$ cat src/rtl/fir_serial_mac.sv
// Serial FIR filter. One time-shared multiplier walks the taps one per
// enabled cycle. The result is rounded, arithmetically shifted and
// saturated to DW bits. Coefficients live in registers so that reset can
// restore a pass-through response.
module fir_serial_mac #(
  parameter int DW    = 16,
  parameter int CW    = 8,
  parameter int TAPS  = 4,
  parameter int SHIFT = 0
) (
  input  logic                    clk,
  input  logic                    rst,
  input  logic                    enable,
  input  logic                    in_valid,
  output logic                    in_ready,
  input  logic signed [DW-1:0]    in,
  output logic                    out_valid,
  output logic signed [DW-1:0]    out,
  input  logic                    coef_we,
  input  logic [$clog2(TAPS)-1:0] coef_addr,
  input  logic signed [CW-1:0]    coef_wdata,
  output logic                    coef_err,
  output logic                    busy
);

  localparam int TW = $clog2(TAPS);
  localparam int PW = DW + CW;
  localparam int AW = DW + CW + TW;
  // Extra headroom so that adding the rounding constant can never wrap,
  // even for the largest shift amounts.
  localparam int SW = AW + CW + 1;

  localparam logic [SW-1:0]        ONE_SW = {{(SW-1){1'b0}}, 1'b1};
  localparam logic signed [SW-1:0] RND    = (ONE_SW << SHIFT) >> 1;
  localparam logic signed [SW-1:0] MAXV   = (ONE_SW << (DW-1)) - ONE_SW;
  localparam logic signed [SW-1:0] MINV   = ~MAXV;
  localparam logic [CW-1:0]        C_ONE  = {{(CW-1){1'b0}}, 1'b1} << SHIFT;
  localparam logic [TW-1:0]        LAST_K = TW'(TAPS - 1);
  localparam logic [TW:0]          TAPS_W = (TW+1)'(TAPS);

  typedef enum logic [1:0] {ST_IDLE, ST_MAC, ST_OUT} state_t;

  state_t                state_q, state_d;
  logic [TW-1:0]         cnt_q, cnt_d;
  logic signed [AW-1:0]  acc_q, acc_d;
  logic signed [DW-1:0]  dly_q [TAPS];
  logic signed [DW-1:0]  dly_d [TAPS];
  logic signed [CW-1:0]  coef_q [TAPS];
  logic signed [CW-1:0]  coef_d [TAPS];
  logic signed [DW-1:0]  out_q, out_d;
  logic                  out_valid_q, out_valid_d;
  logic                  coef_err_q, coef_err_d;

  logic signed [PW-1:0]  prod_w;
  logic signed [SW-1:0]  sum_w;
  logic signed [SW-1:0]  shf_w;
  logic signed [DW-1:0]  sat_w;
  logic                  accept;
  logic                  addr_ok;

  assign in_ready  = (state_q == ST_IDLE) && enable && !rst;
  assign accept    = in_valid && in_ready;
  assign busy      = (state_q != ST_IDLE);
  assign out_valid = out_valid_q;
  assign out       = out_q;
  assign coef_err  = coef_err_q;
  assign addr_ok   = ({1'b0, coef_addr} < TAPS_W);

  // Single shared multiplier; coefficient and sample both selected by the tap counter.
  always_comb begin
    prod_w = coef_q[cnt_q] * dly_q[cnt_q];
  end

  // Round, shift and clamp the accumulator into the output range.
  always_comb begin
    sum_w = {{(SW-AW){acc_q[AW-1]}}, acc_q} + RND;
    shf_w = sum_w >>> SHIFT;
    if (shf_w > MAXV) begin
      sat_w = MAXV[DW-1:0];
    end else if (shf_w < MINV) begin
      sat_w = MINV[DW-1:0];
    end else begin
      sat_w = shf_w[DW-1:0];
    end
  end

  // Next-state logic: handshake, MAC sequencing, and coefficient writes.
  always_comb begin
    state_d     = state_q;
    cnt_d       = cnt_q;
    acc_d       = acc_q;
    dly_d       = dly_q;
    coef_d      = coef_q;
    out_d       = out_q;
    out_valid_d = 1'b0;
    coef_err_d  = 1'b0;
    if (enable) begin
      if (coef_we) begin
        if ((state_q == ST_IDLE) && addr_ok) begin
          coef_d[coef_addr] = coef_wdata;
        end else begin
          coef_err_d = 1'b1;
        end
      end
      case (state_q)
        ST_IDLE: begin
          if (accept) begin
            for (int i = TAPS - 1; i > 0; i--) begin
              dly_d[i] = dly_q[i-1];
            end
            dly_d[0] = in;
            acc_d    = '0;
            cnt_d    = '0;
            state_d  = ST_MAC;
          end
        end
        ST_MAC: begin
          acc_d = acc_q + {{(AW-PW){prod_w[PW-1]}}, prod_w};
          if (cnt_q == LAST_K) begin
            cnt_d   = '0;
            state_d = ST_OUT;
          end else begin
            cnt_d = cnt_q + 1'b1;
          end
        end
        ST_OUT: begin
          out_d       = sat_w;
          out_valid_d = 1'b1;
          state_d     = ST_IDLE;
        end
        default: begin
          state_d = ST_IDLE;
        end
      endcase
    end
  end

  // State registers; reset restores a pass-through filter with an empty delay line.
  always_ff @(posedge clk or posedge rst) begin
    if (rst) begin
      state_q     <= ST_IDLE;
      cnt_q       <= '0;
      acc_q       <= '0;
      out_q       <= '0;
      out_valid_q <= 1'b0;
      coef_err_q  <= 1'b0;
      for (int i = 0; i < TAPS; i++) begin
        dly_q[i]  <= '0;
        coef_q[i] <= (i == 0) ? C_ONE : '0;
      end
    end else begin
      state_q     <= state_d;
      cnt_q       <= cnt_d;
      acc_q       <= acc_d;
      out_q       <= out_d;
      out_valid_q <= out_valid_d;
      coef_err_q  <= coef_err_d;
      for (int i = 0; i < TAPS; i++) begin
        dly_q[i]  <= dly_d[i];
        coef_q[i] <= coef_d[i];
      end
    end
  end

endmodule

$ cat config.mk
export PLATFORM = sky130hd
export DESIGN_NAME = fir_serial_mac
export DESIGN_NICKNAME = d
export VERILOG_FILES = /design/src/rtl/fir_serial_mac.sv
export SDC_FILE = /design/constraint.sdc
export NUM_CORES = 1
export LEC_CHECK = 0
export CAP_MARGIN = 20
export CORE_AREA = 4 4 204 206
export CTS_CLUSTER_SIZE = 28
export DETAILED_ROUTE_END_ITERATION = 10
export DIE_AREA = 0 0 208 210
export HOLD_SLACK_MARGIN = 0.02
export PLACE_DENSITY_LB_ADDON = 0.12
export SLEW_MARGIN = 5
export SYNTH_ARGS = -nofsm -noshare
export SYNTH_HDL_FRONTEND = slang
export SYNTH_SLANG_ARGS = --single-unit
$ cat constraint.sdc
create_clock -name clk -period 9.1 [get_ports clk]
set_input_delay 2.73 -clock clk [delete_from_list [all_inputs] [get_ports clk]]
set_output_delay 2.73 -clock clk [all_outputs]
set_load 0.01 [all_outputs]
==> summary.md <==
| Metric | Value |
|---|---|
| IO buf count | `50` |
| Number of enable flip-flop cells after synthesis | `0` |
| F_max | `129 MHz` |
| Count of final hold-check violations | `0` |
| Vias in the first global route | `just over 8000` |
| Post-layout util | `34.2%` |
| Row count | `73` |
| Part of the cycle the worst path needs | `85.1%` |
| Max capacitance violation total | `0` |
| Top cells by count, synth | `inv_1 (167), dfrtp_1 (143), fa_1 (104)` |
| Post-synth ARST share | `100%` |
| Largest net degree at the start of global routing | `67` |
| Layout cells sized above 1 | `15.4%` |
| Antenna viol nets, final | `0` |
| DR WL/cell | `15.5 um` |
| Clock Sinks | `around 140` |
| Post-CTS setup buffers | `0` |
| H-tree levels | `4` |
| First-iteration detailed-routing DRC count | `192` |
| Filler Cells Inserted | `roughly 4100` |
| Die height | `approximately 210 um` |
| TritonCTS clock tree | `built` |
| Total track usage | `12.5%` |
| Syn nets | `between 1000 and 1500` |
| Antenna Cells | `0` |
| Max-slew violations | `0` |
| Final nets | `~1400` |
| DR DRC count | `0` |
| Vias per cell | `roughly 4.6` |
| Initial antenna violation count | `0` |
| Yosys reg bits | `144` |
| Post-Synthesis Cells | `around 1100` |
| Post-cts gate resize count | `0` |
| Buf+Inv Stages, Crit Path | `3` |
| GR Overflow Total | `0` |
| Multi-input gate area | `7460 um2` |
| CTS Hold Bufs | `0` |
| Sum of negative setup slack | `0 ns` |
| Clk_skew | `around 0.015 ns` |
| CTS root buf | `clkbuf_16` |
| Critical Path Source Type | `register` |
| Status | `completed` |
| Die area | `~44000 um2` |
| Syn Std Cell Area | `11800 um2` |
| Crit path arrival time | `approximately 8 ns` |
| Via count | `7918` |
| Largest area contributor in the netlist | `dfrtp_1` |
| Area Growth Syn to Fin | `14.7%` |
| Finished Cell Area | `approximately 14000 um2` |
| Post-DP HPWL | `20000 um` |
| Routability cong. | `0.791` |
| Netlist cell types | `59` |
| CP Capture Type | `register` |
| Worst Hold Class | `register to register` |
| Clk buf depth | `2` |
| Die X | `208 um` |
| Delay-heaviest family, CP | `adder cells` |
| Worst-Skew Late Latency | `about 0.43 ns` |
| Worst slew pin tran | `0.891 ns` |
| CP max-delay cell | `dfrtp_1` |
| Max Fanout on Critical Path | `16` |
| # placed instances | `between 1500 and 2000` |
| Most frequent cell after synthesis | `inv_1` |
| Finished Layout Cells | `1715` |
| Synth top area cells | `dfrtp_1 (30%), fa_1 (18%), mux2_2 (9.2%), ha_1 (7.5%), inv_1 (5.3%)` |
| CTS clk-pin slew, worst paths | `0.07 ns` |
| WL final | `26600 um` |
| Syn Area/Cell | `10.5 um2` |
| Worst path max stage delay | `0.91 ns` |
| # setup viols final | `0` |
| RSZ-0062 raised after global routing | `no` |
| Ys Warns | `0` |
| Initial core utilization | `29.8%` |
| Boundary pin count | `51` |
| Floorplan core area | `39600 um2` |
| Req. time, crit path | `approximately 9.4 ns` |
| CP Class | `register to register` |
| DP Area | `between 10000 and 15000 um2` |
| Drt pass-1 iters | `7` |
| Seq. cell area | `around 3600 um2` |
| Share of the synthesized area in the top cell type | `about 30%` |
| Top_reg_cell synth | `dfrtp_1` |
| Num CTS Buffers | `17` |
| Max-slew headroom | `around 40%` |
| Cell mode on critical path | `fa_1` |
| Register area share after synthesis | `30.5%` |
| Final Critical Period | `7.74 ns` |
| First-pass GRT wire length | `roughly 44000 um` |
-- routing by layer --
metal	up-vias	track usage (%)	wire [um]
met5	-	0	0
met4	0	2.17	191
met3	16	2.11	646
met2	78	19.9	12200
met1	3966	18.2	13600
li1	3858	-	-
-- worst register-to-register path, stage by stage (launching register included) --
cell and delay (ns):
dfrtp_1 0.91, buf_4 0.39, mux4_2 0.63, nor2_1 0.18, fa_1 0.45, fa_1 0.52
fa_1 0.54, inv_1 0.05, fa_1 0.52, inv_1 0.04, ha_1 0.23, nor4_2 0.29
o2111ai_1 0.23, nand3_1 0.18, a31oi_1 0.12, o21ai_0 0.17, nand2b_1 0.10, a21o_1 0.18
a21oi_1 0.16, xnor2_1 0.11, ha_1 0.22, or3_1 0.41, o32a_1 0.32, o31ai_2 0.10
o311ai_4 0.13, xnor2_1 0.16, a21oi_1 0.16, o22ai_1 0.09
-- flip-flops by register name, summed over array words and instances (netlist names) --
register / flops
cnt_q: 2
coef_q: 32
out: 16
coef_err: 1
dly_q: 64
state_q: 2
out_valid: 1
acc_q: 26
-- area by class of cell --
class                      count  area share (%)
clock inverter                11            1.32
tap                          525            4.85
multi-input combinational    787            55.1
sequential                   144            26.6
timing repair buffer          60            4.25
clock buffer                  21            3.25
inverter                     167            4.66
-- path summary, 6_finish.rpt --
check                                           from                endpoint  slack [ns]  cells past startpoint
worst max-delay path            cnt_q[0]$_DFFE_PP0P_   acc_q[25]$_DFFE_PP0P_        1.36                     27
worst min-delay path             out[15]$_DFFE_PP0P_     out[15]$_DFFE_PP0P_        0.47                      2
worst max register to register  cnt_q[0]$_DFFE_PP0P_   acc_q[25]$_DFFE_PP0P_        1.36                     27
worst min register to register   out[15]$_DFFE_PP0P_     out[15]$_DFFE_PP0P_        0.47                      2
max in group asynchronous                        rst      out[6]$_DFFE_PP0P_        5.25                      3
min in group asynchronous                        rst  coef_q[30]$_DFFE_PP0P_        2.72                      2
-- logic make-up (layout without fill, tap and decap cells) --
logic type,Yosys count,count (layout),share of synthesized area (%)
xor+xnor,37,37,2.74
compound gates,162,162,9.09
mux,121,121,13.7
simple gates,292,292,12.5
fa+ha+maj,175,175,25.1
flops,144,144,30.5
buf+inv,198,259,6.34
-- stage by stage --
step	worst slack [ns]	hold slack, ns
6_report	1.36	0.473
5_1_grt	0.758	0.491
4_1_cts	1.26	0.483
3_5_place_dp	1.30	0.470
3_3_place_gp	1.32	0.463
2_1_floorplan	0.105	0.473
-- placed cells by master, fill, tap and decap left out, types with 50 or more instances in the layout --
cell and count:
dfrtp_1 143, and2_1 94, nor2_1 54, nand2_1 85
clkdlybuf4s50_1 50, ha_1 71, fa_1 104, mux2_2 97
inv_1 166, o21ai_0 55
Power is left out: the tool's default activity adds up to more than one toggle a clock period on the data nets, which glitch-free logic cannot reach.
